File: src/rtl/vga_fb_arbiter.sv
// Shares one single-port framebuffer RAM between VGA line bursts and a host port; reads return 2 cycles after the slot decision.
// The host waits on host_ready, which is granted every HOST_EVERY-th burst slot or any idle cycle. Optional VGA_FB_ARB_STATS_EN adds wait/burst statistics.
module vga_fb_arbiter #(
   parameter int ADDR_W     = 16,
   parameter int DATA_W     = 12,
   parameter int LEN_W      = 11,
   parameter int HOST_EVERY = 8
) (
   input  logic              MAX10_CLK1_50,
   input  logic              RESET,
   input  logic              disp_start,
   input  logic [ADDR_W-1:0] disp_addr,
   input  logic [LEN_W-1:0]  disp_len,
   output logic              disp_busy,
   output logic              disp_rvalid,
   output logic [DATA_W-1:0] disp_rdata,
   output logic              disp_done,
   output logic              disp_overrun,
   input  logic              host_valid,
   input  logic              host_we,
   input  logic [ADDR_W-1:0] host_addr,
   input  logic [DATA_W-1:0] host_wdata,
   output logic              host_ready,
   output logic              host_rvalid,
   output logic [DATA_W-1:0] host_rdata,
   output logic [ADDR_W-1:0] mem_addr,
   output logic              mem_we,
   output logic [DATA_W-1:0] mem_wdata,
   input  logic [DATA_W-1:0] mem_rdata
`ifdef VGA_FB_ARB_STATS_EN
   ,
   output logic [15:0]       host_wait_cnt,
   output logic [LEN_W+2:0]  burst_max
`endif
);

   localparam int SLOT_W = $clog2(HOST_EVERY + 1);

   typedef enum logic {IDLE, BURST} state_t;

   state_t            state;
   logic [ADDR_W-1:0] cur_addr;
   logic [LEN_W-1:0]  remaining;
   logic [SLOT_W-1:0] slot_cnt;
   logic              tag_disp;
   logic              tag_last;
   logic              tag_host;
   logic              host_slot;
   logic              disp_issue;

   // slot_cnt runs 1..HOST_EVERY, so the host slot is simply the wrap point
   always_comb begin
      host_slot  = (state == BURST) && (slot_cnt == SLOT_W'(HOST_EVERY));
      host_ready = host_valid && ((state == IDLE) ? !disp_start : host_slot);
      disp_issue = (state == BURST) && !host_ready;
   end

   // RAM output is already registered; gate it so idle cycles read as zero
   assign disp_rdata = disp_rvalid ? mem_rdata : '0;
   assign host_rdata = host_rvalid ? mem_rdata : '0;

   always_ff @(posedge MAX10_CLK1_50) begin
      if (RESET) begin
         state        <= IDLE;
         cur_addr     <= '0;
         remaining    <= '0;
         slot_cnt     <= '0;
         tag_disp     <= 1'b0;
         tag_last     <= 1'b0;
         tag_host     <= 1'b0;
         disp_busy    <= 1'b0;
         disp_rvalid  <= 1'b0;
         disp_done    <= 1'b0;
         disp_overrun <= 1'b0;
         host_rvalid  <= 1'b0;
         mem_addr     <= '0;
         mem_we       <= 1'b0;
         mem_wdata    <= '0;
      end else begin
         tag_disp    <= 1'b0;
         tag_last    <= 1'b0;
         tag_host    <= 1'b0;
         mem_we      <= 1'b0;
         disp_rvalid <= tag_disp;
         disp_done   <= tag_disp && tag_last;
         host_rvalid <= tag_host;

         if (host_ready) begin
            mem_addr  <= host_addr;
            mem_we    <= host_we;
            mem_wdata <= host_wdata;
            tag_host  <= !host_we;
         end

         case (state)
            IDLE: begin
               if (disp_start && (disp_len != '0)) begin
                  cur_addr  <= disp_addr;
                  remaining <= disp_len;
                  slot_cnt  <= SLOT_W'(1);
                  disp_busy <= 1'b1;
                  state     <= BURST;
               end
            end
            BURST: begin
               if (disp_start)
                  disp_overrun <= 1'b1;
               slot_cnt <= host_slot ? SLOT_W'(1) : slot_cnt + SLOT_W'(1);
               if (disp_issue) begin
                  mem_addr  <= cur_addr;
                  tag_disp  <= 1'b1;
                  cur_addr  <= cur_addr + ADDR_W'(1);
                  remaining <= remaining - LEN_W'(1);
                  if (remaining == LEN_W'(1)) begin
                     tag_last  <= 1'b1;
                     disp_busy <= 1'b0;
                     state     <= IDLE;
                  end
               end
            end
            default: state <= IDLE;
         endcase
      end
   end

`ifdef VGA_FB_ARB_STATS_EN
   logic [LEN_W+2:0] burst_cyc;
   logic [LEN_W+2:0] burst_cyc_nxt;

   assign burst_cyc_nxt = burst_cyc + (LEN_W+3)'(1);

   always_ff @(posedge MAX10_CLK1_50) begin
      if (RESET) begin
         host_wait_cnt <= '0;
         burst_max     <= '0;
         burst_cyc     <= '0;
      end else begin
         if (host_valid && !host_ready && (host_wait_cnt != 16'hFFFF))
            host_wait_cnt <= host_wait_cnt + 16'd1;
         if (state == BURST) begin
            burst_cyc <= burst_cyc_nxt;
            if (burst_cyc_nxt > burst_max)
               burst_max <= burst_cyc_nxt;
         end else begin
            burst_cyc <= '0;
         end
      end
   end
`endif

endmodule

File: config.mk
export PLATFORM = sky130hd
export DESIGN_NAME = vga_fb_arbiter
export DESIGN_NICKNAME = d
export VERILOG_FILES = /design/src/rtl/vga_fb_arbiter.sv
export SDC_FILE = /design/constraint.sdc
export NUM_CORES = 1
export LEC_CHECK = 0
export BUFFER_PORTS_ARGS = -buffer_cell sky130_fd_sc_hd__buf_2
export CORE_UTILIZATION = 53
export DETAILED_ROUTE_END_ITERATION = 10
export GPL_ROUTABILITY_DRIVEN = 0
export GPL_TIMING_DRIVEN = 0
export HOLD_SLACK_MARGIN = 0.02
export PLACE_DENSITY_LB_ADDON = 0.15
export SYNTH_ARGS = -nofsm -noshare
export SYNTH_HDL_FRONTEND = slang
export SYNTH_SLANG_ARGS = --single-unit
File: constraint.sdc
create_clock -name MAX10_CLK1_50 -period 4.45 [get_ports MAX10_CLK1_50]
set_input_delay 0.89 -clock MAX10_CLK1_50 [delete_from_list [all_inputs] [get_ports MAX10_CLK1_50]]
set_output_delay 0.89 -clock MAX10_CLK1_50 [all_outputs]
set_load 0.1 [all_outputs]
---- Yosys cells after proc, flatten, opt, wreduce, memory -nomap -nowiden ----
Index checks and enable logic that the tools add are counted.
storage, ports and cells
  memory bits (read-only) ................. 0
  logic and storage cells ................. 66
  bits in latches ......................... 0
  bits in writable memories ............... 0
  bits of input ports ..................... 72
  bits in registers ....................... 69
  memories kept ........................... 0
cells by class
  bitwise operators ....................... 3
  mux-type cells .......................... 25
  multipliers ............................. 0
  order comparisons ....................... 0
  div/mod/pow operators ................... 0
  reductions and logical operators ........ 15
  $add $sub $neg .......................... 3
  equal/unequal tests ..................... 5
  shift-type cells ........................ 0
operators with widths
  kind                   count
  $mux 16                5
  $pmux 16 s2            1
  $mux 12                2
  $mux 11                2
  $pmux 11 s2            1
  $add 16x1->16 const B  1
  $eq 11x1->1 const B    1
  $reduce_bool 11->1     1
  $sub 11x1->11 const B  1
  $mux 1                 9
  $mux 4                 2
  $pmux 4 s2             1
  $ne 2x1->1 const B     3
  $logic_and 1x1->1      5
  $add 4x1->4 const B    1
  $eq 4x4->1 const B     1
  $pmux 1 s2             2
  $reduce_and 2->1       2
  $reduce_or 2->1        2
  $logic_not 1->1        3
  $not 1->1              3
  $reduce_and 3->1       1
  $reduce_or 3->1        1

---- Depth between registers and ports, before layout ----
  word-level depth ........................ 8
  gate-level depth with buffers ........... 9
  mapped depth without buffers ............ 7

---- Worst setup path after synthesis ----
Ideal clock, no wire load.
  kind .................................... register -> output
  start point ............................. register disp_rvalid
  end point ............................... output disp_rdata[11]
  required time ........................... 3560 ps
  arrival time ............................ 1994 ps
  stages on the path, launching flop included .. 3
  path slack .............................. 1566 ps
  path through ............................ dfxtp_1 > clkbuf_1 > and2_1
between the ends
  longest elaborated chain between the ends .. 1
RTL lines
  item                    line  RTL
  from (decl)             15    output logic disp_rvalid,
  from (signal assigned)  84    disp_rvalid <= tag_disp;
  $mux 12                 59    assign disp_rdata = disp_rvalid ? mem_rdata : '0;
  to (decl)               16    output logic [DATA_W-1:0] disp_rdata,
No other way between the ends.

---- Worst setup path after layout ----
  start point ............................. input disp_start
  end point ............................... output host_ready
between the ends
  longest elaborated chain between the ends .. 3
RTL lines
  item               line  RTL
  from (decl)        11    input logic disp_start,
  $logic_not 1->1    54    host_ready = host_valid && ((state == IDLE) ? !disp_start : host_slot);
  $mux 1             54
  $logic_and 1x1->1  54
  to (decl)          23    output logic host_ready,
No other way between the ends.

==> flow_results.org <==
** Global route
- The initial antenna violation count was 0.
- For this run the aggregate overflow at the end of global routing stands at 0.
- In the global route stage, overall resource usage came out at 0.303.
- First-pass GRT wire length :: 16700 um
- Pin count of the biggest net entering global routing :: 13
- The number of global-route vias before repair came to 3303.

** Timing
- Post-route setup TNS :: 0 ns
- Max Fclk :: 0.290 GHz
- The worst path in the final design needs a cycle of 3.45 ns, including I/O delays and setup.
- The worst path meets setup with 1.00 ns of slack.
- Clock Skews :: 0.0113 ns
- Dividing the final minimum period by the clock period gives 0.774.
- Slew Limit Fails :: 0
- Setup repair after global routing left no endpoint under its margin.
- Setup violations remaining at the end of the flow were counted as 0.
- At the pin with the least slew margin, the transition time is 0.669 ns.
- Number of hold-slack violations in the final timing report :: 0
- Worst slew margin relative to its limit :: 0.554

** Status
- Run status :: finished clean

** Route
- DRC violation count after routing :: 0
- In this run, the number of DRC markers left after iteration 0 of detailed routing was 261.
- After detailed routing, the average wire length per cell comes to 16.4 um.
- Summing over every cut layer, the via total after detailed routing is 3723.
- For this block, the routed nets add up to 10300 um of wire.
- The first TritonRoute pass finished after 5 iterations.
- In the routed layout, each cell is associated on average with a via count of 5.94.
- In this run the remaining antenna-violating nets after routing total 0.

** Floorplanning
- Overall die width :: 82.9 um
- In this run the vertical extent of the chip is 82.9 um.
- The floorplan step defined a die boundary enclosing 6880 um2.
- Std-Cell Core Area :: 6350 um2
- Number of rows created at floorplan :: 29
- During I/O placement, the number of pins put on the boundary was 131.
- The initial utilization of the core area, before any placement, comes to 0.547.

** CTS
- Resize count post-CTS :: 0
- Clock tree root driver cell :: sky130_fd_sc_hd__clkbuf_8
- The number of clock buffers added by TritonCTS is 9.
- TritonCTS built the clock tree.
- TritonCTS sink count :: 69
- The clock reaches the later pin of the worst-skew pair after 0.35 ns.
- Clock-pin slew was measured on the worst setup and hold paths at 0.07 ns.
- For this design, the CTS-stage hold fixing added 0 buffers.
- The H-tree generated during clock tree synthesis spans 3 levels.
- Setup fix buffers added after clock tree synthesis :: 0
- Bufs on Longest Clock Path :: 2

** Critical path
- The worst register-to-register path begins at slot_cnt[0]$_SDFFE_PP0P_.
- Following the worst setup path forward leads to its endpoint at host_ready.
- Worst path arrival time :: 2.56 ns
- Cell count of the worst reg-to-reg path :: 9
- R2r endpoint :: disp_busy$_SDFFE_PP0P_
- Data on the critical path is required at its endpoint by 3.56 ns.
- The worst setup path is captured at an output port.
- Across all register-to-register paths, the minimum setup slack is 2.05 ns.
- The critical path starts at disp_start.
- Kind of launch point of the worst setup path :: primary input
- Of all nets on the critical path, the largest fanout is 10.
- The worst setup path is of the in2out kind.

** Final layout
- Relative area change from synthesis to final layout :: 29.2%
- Nets@finish :: 622
- 0 antenna diodes ended up in the layout.
- Of the cells placed in the final design, the portion with a size suffix greater than 1 is 0.327.

** Placed design
- Port buffering added 129 buffers.
- Worst setup slack after placement :: 1.03 ns
- HPWL after detailed placement :: 7150 um

** Synthesis
- Number of nets in the synthesized netlist :: 482
- Most common cell in the synthesized netlist :: sky130_fd_sc_hd__dfxtp_1
- In the synthesized netlist, the cells that appear most often are sky130_fd_sc_hd__dfxtp_1, sky130_fd_sc_hd__nor2_1, sky130_fd_sc_hd__nand2_1.
- Cell taking the most area after synthesis :: sky130_fd_sc_hd__dfxtp_1
- For this run, the register share of the synthesized area comes to 0.398.
- The cell area that synthesis handed to floorplanning was 3470 um2.
- Number of synthesized flops with an enable pin :: 0
- A synthesized cell averages 8.57 um2.
- The Yosys step of the flow raised 0 warnings.
- Flip-flop and latch count after synthesis :: 69
- Share of flip-flops with an asynchronous set or reset :: 0
- Post-Syn Instances :: 405
- Fraction of post-synthesis cell area in the top cell type by area :: 0.398
- By area the synthesized netlist is led by sky130_fd_sc_hd__dfxtp_1, sky130_fd_sc_hd__nor2_1, sky130_fd_sc_hd__a211oi_1, sky130_fd_sc_hd__and2_1, sky130_fd_sc_hd__nand2_1.
- Count of different cell masters after synthesis :: 60
- For this run, the leading register cell type out of synthesis is sky130_fd_sc_hd__dfxtp_1.

** Power and ir drop
- For this design the ratio of total power to cell area is 421 nW/um2.
- Pleak :: 2.02 nW
- Max IR drop VDD :: 0.294 mV

** Min path
- The startpoint identified for the worst hold timing path is tag_last$_SDFF_PP0_.
- The min-delay analysis places its worst path in the category reg2reg.

** Run
- The tool flagged a number of max-cap violations equal to 0.
-- stage by stage --
step                 util  cells  instance area (um2)  hold WS, ns  total power, mW
floorplan               -    405                 3470        0.406             1.08
global placement    0.664    611                 4210        0.415             1.19
detailed placement  0.664    611                 4210        0.410             1.19
CTS                 0.706    627                 4490        0.427             1.88
global route        0.706    627                 4490        0.450             1.95
finish              0.706    627                 4490        0.432             1.89
-- report_power, final --
group | total [mW] | internal (mW) | switching, mW
Clock | 0.697 | 0.444 | 0.253
Sequential | 0.708 | 0.664 | 0.0437
Combinational | 0.482 | 0.135 | 0.347
Total | 1.89 | 1.24 | 0.643
-- cell families (layout without fill, tap and decap cells) --
kind of cell | count (synthesis) | after routing | share of synthesized area
compound gates | 99 | 99 | 0.207
xor+xnor | 6 | 6 | 0.0151
fa+ha+maj | 5 | 5 | 0.0180
buf+inv | 39 | 184 | 0.0559
flops | 69 | 69 | 0.398
mux | 16 | 16 | 0.0465
simple gates | 171 | 171 | 0.260
-- routing by layer --
layer / track usage / wire length, um / vias to the layer above / share of wire
met3: 0.0746 / 861 / 25 / 0.084
met4: 0.122 / 203 / 0 / 0.020
met2: 0.487 / 4860 / 220 / 0.47
li1: - / - / 1751 / -
met1: 0.389 / 4380 / 1727 / 0.43
met5: 0 / 0 / - / 0
-- registers in the layout (all words and copies together) (netlist names), 4 cells and up --
signal and flops:
mem_wdata 12, slot_cnt 4, mem_addr 16, cur_addr 16, remaining 11
-- worst min-delay path by stage --
stage / end / depth (start not counted)
2_1_floorplan: disp_done$_SDFF_PP0_ / 1
3_3_place_gp: disp_done$_SDFF_PP0_ / 1
3_5_place_dp: disp_done$_SDFF_PP0_ / 1
4_1_cts: disp_done$_SDFF_PP0_ / 1
5_1_grt: disp_done$_SDFF_PP0_ / 1
6_report: disp_done$_SDFF_PP0_ / 1
-- critical path, cell delays in order --
cell and delay, ns:
sky130_fd_sc_hd__buf_2 0.12, sky130_fd_sc_hd__inv_1 0.10, sky130_fd_sc_hd__nor2_1 0.11, sky130_fd_sc_hd__or3b_1 0.38
sky130_fd_sc_hd__buf_2 0.22, sky130_fd_sc_hd__inv_2 0.11, sky130_fd_sc_hd__buf_4 0.17, sky130_fd_sc_hd__buf_2 0.44
-- layout make-up --
| class | instances | area [um2] |
|---|---|---|
| plain buffers | 29 | 156 |
| clock buffers | 10 | 138 |
| clock inverters | 6 | 134 |
| fillers | 516 | 1860 |
| inverters | 10 | 37.5 |
| multi-input cells | 297 | 1900 |
| flip-flops and latches | 69 | 1380 |
| well taps | 77 | 96.3 |
| repair buffers | 129 | 646 |
-- placed cells by master (no fill, tap or decap), types with 10 or more instances in the layout --
cell	n
sky130_fd_sc_hd__clkbuf_8	10
sky130_fd_sc_hd__a21oi_1	27
sky130_fd_sc_hd__and2_1	26
sky130_fd_sc_hd__nand3_1	13
sky130_fd_sc_hd__dfxtp_1	69
sky130_fd_sc_hd__nand2_1	41
sky130_fd_sc_hd__buf_2	140
sky130_fd_sc_hd__nor3_1	13
sky130_fd_sc_hd__clkbuf_1	12
sky130_fd_sc_hd__a211oi_1	24
sky130_fd_sc_hd__nor2_1	49
sky130_fd_sc_hd__mux2i_1	15
Power figures use the tool's default switching activity.
